[config.mk]
export PLATFORM = sky130hd
export DESIGN_NAME = program_ram_loader
export DESIGN_NICKNAME = d
export VERILOG_FILES = /design/src/rtl/program_ram_loader.sv
export SDC_FILE = /design/constraint.sdc
export NUM_CORES = 1
export LEC_CHECK = 0
export CAP_MARGIN = 10
export CORE_ASPECT_RATIO = 0.7
export CORE_MARGIN = 2
export CORE_UTILIZATION = 40
export CTS_BUF_LIST = sky130_fd_sc_hd__clkbuf_8 sky130_fd_sc_hd__clkbuf_16
export CTS_CLUSTER_DIAMETER = 150
export DETAILED_ROUTE_END_ITERATION = 8
export DONT_BUFFER_PORTS = 1
export SLEW_MARGIN = 20
export SYNTH_ARGS = -nofsm -noshare
export SYNTH_HDL_FRONTEND = slang
export SYNTH_SLANG_ARGS = --single-unit
[constraint.sdc]
create_clock -name clk -period 7.22 [get_ports clk]
set_input_delay 0.722 -clock clk [delete_from_list [all_inputs] [get_ports clk]]
set_output_delay 0.722 -clock clk [all_outputs]
set_load 0.03 [all_outputs]
[src/rtl/program_ram_loader.sv]
// program_ram_loader
//   Writable program store. This block is the writer end of the CPU
//   instruction-fetch interface. A valid/ready stream of 4-bit opcodes is
//   written sequentially into an internal nibble RAM. The CPU reads that RAM
//   through a combinational address-in / opcode-out port, the same port it
//   uses for a program ROM. Every load first clears the whole memory to
//   FILL_OPCODE. The CPU is held while a clear or a load is in progress.
//
// Parameters
//   ADDR_WIDTH   program address width; DEPTH = 2**ADDR_WIDTH nibbles
//   FILL_OPCODE  value written on clear and driven while the CPU is held
//
// Ports
//   clk           system clock, rising edge
//   reset         synchronous, active-high reset
//   loadStartIn   request a new load (sampled only in IDLE)
//   dataValidIn   loader stream: opcode valid
//   dataIn        loader stream: opcode nibble
//   dataLastIn    loader stream: final nibble marker
//   dataReadyOut  loader stream: ready (high only in LOAD)
//   addressIn     CPU fetch address
//   dataOut       CPU fetch opcode (combinational)
//   cpuHoldOut    CPU must stall / stay in reset
//   loadBusyOut   clear or load in progress
//   loadDoneOut   one-cycle pulse when a load completes
//   wordCountOut  nibbles accepted in the last load
//   checksumOut   XOR of accepted nibbles (only with PROGRAM_LOADER_CHECKSUM_EN)
//
// Optional feature macro: PROGRAM_LOADER_CHECKSUM_EN

module program_ram_loader #(
  parameter int         ADDR_WIDTH  = 8,
  parameter logic [3:0] FILL_OPCODE = 4'b0111
) (
  input  logic                  clk,
  input  logic                  reset,
  input  logic                  loadStartIn,
  input  logic                  dataValidIn,
  input  logic [3:0]            dataIn,
  input  logic                  dataLastIn,
  output logic                  dataReadyOut,
  input  logic [ADDR_WIDTH-1:0] addressIn,
  output logic [3:0]            dataOut,
  output logic                  cpuHoldOut,
  output logic                  loadBusyOut,
  output logic                  loadDoneOut,
  output logic [ADDR_WIDTH:0]   wordCountOut
`ifdef PROGRAM_LOADER_CHECKSUM_EN
  ,
  output logic [3:0]            checksumOut
`endif
);

  localparam int DEPTH = 1 << ADDR_WIDTH;

  typedef enum logic [1:0] {
    ST_CLEAR,
    ST_IDLE,
    ST_LOAD,
    ST_DONE
  } state_e;

  state_e                state_q, state_d;
  logic [ADDR_WIDTH-1:0] clearPtr_q, clearPtr_d;
  logic [ADDR_WIDTH-1:0] writePtr_q, writePtr_d;
  logic [ADDR_WIDTH:0]   wordCount_q, wordCount_d;
  logic                  loadPending_q, loadPending_d;

  logic [3:0]            mem_q [DEPTH];

  logic                  accept;
  logic                  memWe;
  logic [ADDR_WIDTH-1:0] memWaddr;
  logic [3:0]            memWdata;

  // Reset masks the handshake so that a beat presented in the reset cycle is
  // neither written nor counted.
  assign dataReadyOut = (state_q == ST_LOAD) && !reset;
  assign accept       = dataReadyOut && dataValidIn;

  assign cpuHoldOut   = reset || (state_q != ST_IDLE);
  assign loadBusyOut  = reset || (state_q == ST_CLEAR) || (state_q == ST_LOAD);
  assign loadDoneOut  = (state_q == ST_DONE) && !reset;
  assign wordCountOut = wordCount_q;

  // The hold masks the read, so a fetch can never see a location that is
  // being written in the same cycle.
  assign dataOut = cpuHoldOut ? FILL_OPCODE : mem_q[addressIn];

  // Single RAM write port shared by the clear sweep and the load stream.
  always_comb begin
    memWe    = 1'b0;
    memWaddr = clearPtr_q;
    memWdata = FILL_OPCODE;
    if (!reset) begin
      if (state_q == ST_CLEAR) begin
        memWe = 1'b1;
      end else if (accept) begin
        memWe    = 1'b1;
        memWaddr = writePtr_q;
        memWdata = dataIn;
      end
    end
  end

  always_ff @(posedge clk) begin
    if (memWe) begin
      mem_q[memWaddr] <= memWdata;
    end
  end

  // Next-state logic. loadPending remembers whether the current clear was
  // started by a load request (continue into LOAD) or by reset (go to IDLE).
  always_comb begin
    state_d       = state_q;
    clearPtr_d    = clearPtr_q;
    writePtr_d    = writePtr_q;
    wordCount_d   = wordCount_q;
    loadPending_d = loadPending_q;
    unique case (state_q)
      ST_CLEAR: begin
        clearPtr_d = clearPtr_q + 1'b1;
        if (&clearPtr_q) begin
          state_d       = loadPending_q ? ST_LOAD : ST_IDLE;
          loadPending_d = 1'b0;
        end
      end
      ST_IDLE: begin
        if (loadStartIn) begin
          state_d       = ST_CLEAR;
          loadPending_d = 1'b1;
          clearPtr_d    = '0;
          writePtr_d    = '0;
          wordCount_d   = '0;
        end
      end
      ST_LOAD: begin
        if (accept) begin
          writePtr_d  = writePtr_q + 1'b1;
          wordCount_d = wordCount_q + 1'b1;
          // A full memory ends the load even without a last marker.
          if (dataLastIn || (&writePtr_q)) begin
            state_d = ST_DONE;
          end
        end
      end
      ST_DONE: begin
        state_d = ST_IDLE;
      end
      default: begin
        state_d = ST_CLEAR;
      end
    endcase
  end

  always_ff @(posedge clk) begin
    if (reset) begin
      state_q       <= ST_CLEAR;
      clearPtr_q    <= '0;
      writePtr_q    <= '0;
      wordCount_q   <= '0;
      loadPending_q <= 1'b0;
    end else begin
      state_q       <= state_d;
      clearPtr_q    <= clearPtr_d;
      writePtr_q    <= writePtr_d;
      wordCount_q   <= wordCount_d;
      loadPending_q <= loadPending_d;
    end
  end

`ifdef PROGRAM_LOADER_CHECKSUM_EN
  logic [3:0] checksum_q, checksum_d;

  // Running XOR of accepted nibbles, restarted by an accepted load request.
  always_comb begin
    checksum_d = checksum_q;
    if ((state_q == ST_IDLE) && loadStartIn) begin
      checksum_d = '0;
    end else if (accept) begin
      checksum_d = checksum_q ^ dataIn;
    end
  end

  always_ff @(posedge clk) begin
    if (reset) begin
      checksum_q <= '0;
    end else begin
      checksum_q <= checksum_d;
    end
  end

  assign checksumOut = checksum_q;
`else
  // Checksum tracking is not built in this configuration.
`endif

endmodule

==> results of run 1 <==
synth_stat cells, drive strengths merged, types with 13 or more instances:
library cell  number
nand2b            16
buf               64
o21ai             25
clkbuf            69
mux2i             64
a22oi             18
a211oi            13
dfxtp             28
o22ai             25
o221ai            17
edfxtp          1024
mux4             250
nor2             324
a21oi             35
nand3             33
nand2            104
where the power goes:
part / internal, uW / switching, uW / total, uW
Clock: 2730 / 2240 / 4970
Combinational: 155 / 170 / 325
Sequential: 6590 / 3.13 / 6600
flip-flops by register name, summed over array words and instances, names as in the netlist:
signal	count
clearPtr_q	8
loadPending_q	1
mem_q	1024
state_q	2
wordCountOut	9
writePtr_q	8
final timing paths:
path	slack [ns]	depth (start not counted)	endpoint	startpoint
worst min-delay path	0.09	1	clearPtr_q[0]$_SDFFE_PP0P_	reset
worst max-delay path	2.59	6	mem_q[115][2]$_DFFE_PP_	state_q[1]$_SDFFE_PP0P_
worst max register to register	2.59	6	mem_q[115][2]$_DFFE_PP_	state_q[1]$_SDFFE_PP0P_
worst min register to register	0.53	2	loadPending_q$_SDFFE_PP0P_	loadPending_q$_SDFFE_PP0P_
routing by layer:
layer	track usage [%]	up-vias	part of all wire [%]
met4	5.50	0	2.3
met3	7.87	152	13
met2	27.2	1084	42
li1	-	9029	-
met5	0	-	0
met1	28.3	11376	42
cell families (layout without fill, tap and decap cells):
logic type	Yosys count	after routing	share of synthesized area (%)
muxes	317	317	15.0
buffers and inverters	140	207	1.70
and+or+nand+nor	543	543	5.48
DFF	1052	1052	74.6
xor gates and xnor gates	11	11	0.230
adders and majority gates	3	3	0.0894
AOI/OAI and AO/OA	177	177	2.88
layout make-up:
| type | instances | area [um^2] | area share, % |
|---|---|---|---|
| sequential | 1052 | 31300 | 67.4 |
| clock inverter | 73 | 518 | 1.12 |
| inverter | 7 | 27.5 | 0.0593 |
| multi-input combinational | 1051 | 9980 | 21.5 |
| tap | 1414 | 1770 | 3.81 |
| clock buffer | 102 | 2520 | 5.43 |
| timing repair buffer | 25 | 298 | 0.641 |
critical path: stages (launching register included):
cell	delay (ns)
dfxtp_1	0.58
inv_1	0.19
nor3_2	0.58
nand2_1	0.36
o31ai_1	0.89
nand3_1	1.03
nor2_1	0.62
stage by stage:
stage               setup slack (ns)  std cells  util [%]  total power [uW]  hold slack (ns)
global route                    2.25       3724      44.6             12200           0.0542
detailed placement              2.60       3546      41.6              7040            0.521
global placement                2.65       3546      41.6              7050            0.514
CTS                             2.60       3721      44.5             12000           0.0416
finish                          2.59       3724      44.6             11900           0.0908
floorplan                       1.65       2243         -              7020            0.503
==> results.toml, run 1 <==
[outcome]
status = "completed"

[floorplanning]
num_io_pins = 34
rows = 99
start_util_pct = 40.3
core_um2 = 104000
die_w_um = 391
die_area_um2 = 108000
die_h_um = 275

[clocking]
cts_resized = 0
insertion_delay_ns = 0.69
cts.sinks = 1052
cts_hold_buf = 0
cts_setup_buffers = 0
htreeDepth = 3
cts_made_buffers = 97
cts_tree = "yes"
clockRootBuffer = "clkbuf_16"
ctsLongestPathBuffers = 3
clk_pin_slew_ns = 0.06

[timing]
worst_slew_pin_slew_ns = 1.11
skew_ns = 0.0357
grt_setup_unrepaired = "no"
min_period_ns = 4.63
setup_viol = 0
setup-tns-final_ns = 0
final-hold-violation-count = 0
slew_viol_final = 0
post-route-period-util_pct = 64.1
slew_headroom_pct = 25.6
fmax_ghz = 0.216

[logic_synthesis]
yosysTopAreaCell = "edfxtp_1"
synth_top_area_share_pct = 73.3
async_flop_share_pct = 0
synth-edff-count = 1024
ys_types = 58
ys_ff_latch = 1052
synth_fp_nets = 2263
ys_warn_count = 0
syn_inst = 2243
synth-seq-area-share_pct = 74.6
syn_area_per_cell_um2 = 18.7
netlist_area_um2 = 42000
ys_top_cells_by_area = "edfxtp_1, mux4_2, nor2_1, mux2i_1, dfxtp_1"
yosys_most_used_dff = "edfxtp_1"

[final_layout]
area_growth_pct = 10.6
antenna_cells = 0
fin_nets = 2254
drive_above_1_share_pct = 18.5
n_fill_cell = 8788
final_area_um2 = 46400
final_common_cell = "edfxtp_1"
layout_common_cells = "edfxtp_1, nor2_1, mux4_2"

[power]
power_density_nw_per_um2 = 256
ir_drop_uv = 204
leakagePower_uw = 0.0153

[global_routing]
grt_pass1_vias = 21588
track_usage_pct = 19.6
grt_overflow = 0
grt_pass1_wl_um = 151000
grt_max_degree = 267
antenna_found_initial = 2

[placed_design]
gp_congestion = 0.864
dp_hpwl_um = 62700
dpl-instance-area_um2 = 43300
port_buffers = 0

[route]
ant_nets = 0
via_count = 21641
dr.pass1.iters = 5
wl_um = 104000
drtIter0Drc = 2747
drc = 0
wl_per_cell_um = 28.0
viasPerCell = 5.81

[worst_hold_path]
min-delay-path-class = "input pin to register"

[run]
maxCapViolCount = 0

[setup_path]
start_kind = "register"
worstSetupPathType = "register to register"
critical_path_required_ns = 7.55
critPathCaptureType = "register"
critPathMaxFanout = 14
cp_data_arrival_time_ns = 4.96
Power figures use the tool's default switching activity.
==> run 2, diff against run 1 <==
Clock period 7.22 ns to 4.1 ns, I/O delays scaled along.
==> run 2 against run 1 <==
Against the previous run:
- clock skew shrank 0.0074 ns
- die area stayed put
- wire length increased by 0.28%
- hold slack got worse by 0.039 ns
- clock power grew 85%
- largest power group unchanged
==> results.toml, run 2 (synthesis results as in run 1) <==
[setup_path]
critical_path_required_ns = 3.69
critPathCaptureType = "output pin"
crit_family = "compound AO/OA/AOI/OAI gates"
critPathMaxFanout = 266
critPathCapture = "dataOut[2]"
worstPathCellList = "mux4_2 > mux2i_1 > a211oi_1 > nand4_1 > nand4_1 > buf_4"
crit_start = "addressIn[0]"
r2r_cells = 8
worstReg2RegStart = "state_q[1]$_SDFFE_PP0P_"
cp_slowest_stage_delay_ns = 0.95
slowest_stage = "a211oi_1"
path_buf_inv = 1
r2r_slack_ns = 0.61
r2r_end = "mem_q[113][3]$_DFFE_PP_"
cp_data_arrival_time_ns = 3.64
worstSetupPathType = "input pin to output pin"
start_kind = "input pin"
crit_path_frequent_cell = "nand4_1"
worstSetupPathDepth = 6

[final_layout]
largest_reg_flops = 1024
fin_nets = 2305
area_growth_pct = 11.9
final_common_cell = "edfxtp_1"
layout_common_cells = "edfxtp_1, nor2_1, mux4_2"
drive_above_1_share_pct = 20.6
final_area_um2 = 47000
post-route-util_pct = 45.1
regMostFlops = "mem_q"

[global_routing]
grt_max_degree = 267
antenna_found_initial = 2
grt_pass1_wl_um = 152000
track_usage_pct = 19.6
grt_overflow = 0
grt_pass1_vias = 21668

[placed_design]
dpl-instance-area_um2 = 43700
dp_hpwl_um = 63700
port_buffers = 0
gp_congestion = 0.874

[floorplanning]
die_h_um = 275
die_w_um = 391
core_um2 = 104000
num_io_pins = 34
rows = 99
start_util_pct = 40.3
die_area_um2 = 108000

[timing]
final-hold-violation-count = 0
fmax_ghz = 0.247
skew_ns = 0.0283
worst_slew_pin_slew_ns = 1.29
slew_viol_final = 0
post-route-period-util_pct = 98.8
grt_setup_unrepaired = "no"
slew_headroom_pct = 13.7
setup_viol = 0
min_period_ns = 4.05

[worst_hold_path]
min-delay-path-class = "input pin to register"

[outcome]
status = "completed"

[clocking]
cts_made_buffers = 100
htreeDepth = 3
cts_tree = "yes"
clockRootBuffer = "clkbuf_16"
insertion_delay_ns = 0.69
clk_pin_slew_ns = 0.06
cts.sinks = 1052
cts_setup_buffers = 0
ctsLongestPathBuffers = 3

[power]
p_int_uw = 17000
power.switching_uw = 4360
power_density_nw_per_um2 = 455
ir_drop_uv = 310
leakagePower_uw = 0.0156
pwr-share-clk_pct = 42.9
seqPwrFrac_pct = 54.3
comb_power_share_pct = 2.8
p_sw_share_pct = 20.4

[route]
drtIter0Drc = 2694
dr.pass1.iters = 5
viasPerCell = 5.76
wl_um = 105000
wl_per_cell_um = 27.7
ant_nets = 0
via_count = 21803
drc = 0

[run]
maxCapViolCount = 0
-- run 2: through the flow --
stage	setup TNS (ns)	hold slack (ns)	worst slack (ns)	total power, uW	instances
detailed placement	0	0.487	0.390	12400	3594
global route	0	0.0945	0.0547	22000	3783
global placement	0	0.486	0.222	12400	3594
finish	0	0.0515	0.0505	21400	3784
floorplan	-883.22	0.500	-1.15	12400	2243
CTS	0	0.00506	0.0696	21500	3782
-- run 2: cell type report --
class | instances | area, um^2
fillers | 8790 | 57200
flip-flops and latches | 1052 | 31300
multi-input cells | 1051 | 9980
clock buffers | 103 | 2580
well taps | 1414 | 1770
repair buffers | 73 | 661
clock inverters | 83 | 653
inverters | 7 | 27.5
diodes | 1 | 2.50
-- run 2: per-layer routing --
metal  track usage, %  part of all wire (%)  vias to the layer above  wire (um)
met5             1.08                  0.16                        -        167
met4             5.09                   2.3                        2       2410
met3             6.43                    11                      154      11600
met2             27.7                    42                     1027      44500
met1             29.2                    44                    11470      46100
li1                 -                     -                     9150          -
-- run 2: worst min path at each step --
stage / start / to / slack, ns / depth (start not counted)
4_1_cts: loadStartIn / loadPending_q$_SDFFE_PP0P_ / 0.005 / 4
3_3_place_gp: reset / clearPtr_q[2]$_SDFFE_PP0P_ / 0.49 / 1
5_1_grt: loadStartIn / loadPending_q$_SDFFE_PP0P_ / 0.09 / 4
3_5_place_dp: reset / clearPtr_q[2]$_SDFFE_PP0P_ / 0.49 / 1
2_1_floorplan: reset / state_q[0]$_SDFFE_PP0P_ / 0.50 / 1
6_report: loadStartIn / loadPending_q$_SDFFE_PP0P_ / 0.05 / 4
-- run 2: repair_timing --
| item | CTS | global route |
|---|---|---|
| hold buffers | 2 | 0 |
| endpoints found under the setup margin | 0 | 2 |
| gates resized for setup | 0 | 2 |
| endpoints found under the hold margin | 15 | 0 |
-- run 2: worst min-delay path, cell delays in order --
cell	delay (ns)
inv_1	0.05
nor2_1	0.06
a21oi_1	0.12
a211oi_1	0.06
-- run 2: power by group through the flow --
stage               clock (uW)  sequential (uW)  combinational (uW)
floorplan                    0            11800                 518
global placement             0            11900                 569
detailed placement           0            11900                 572
CTS                       9310            11600                 577
global route              9750            11600                 609
finish                    9170            11600                 591
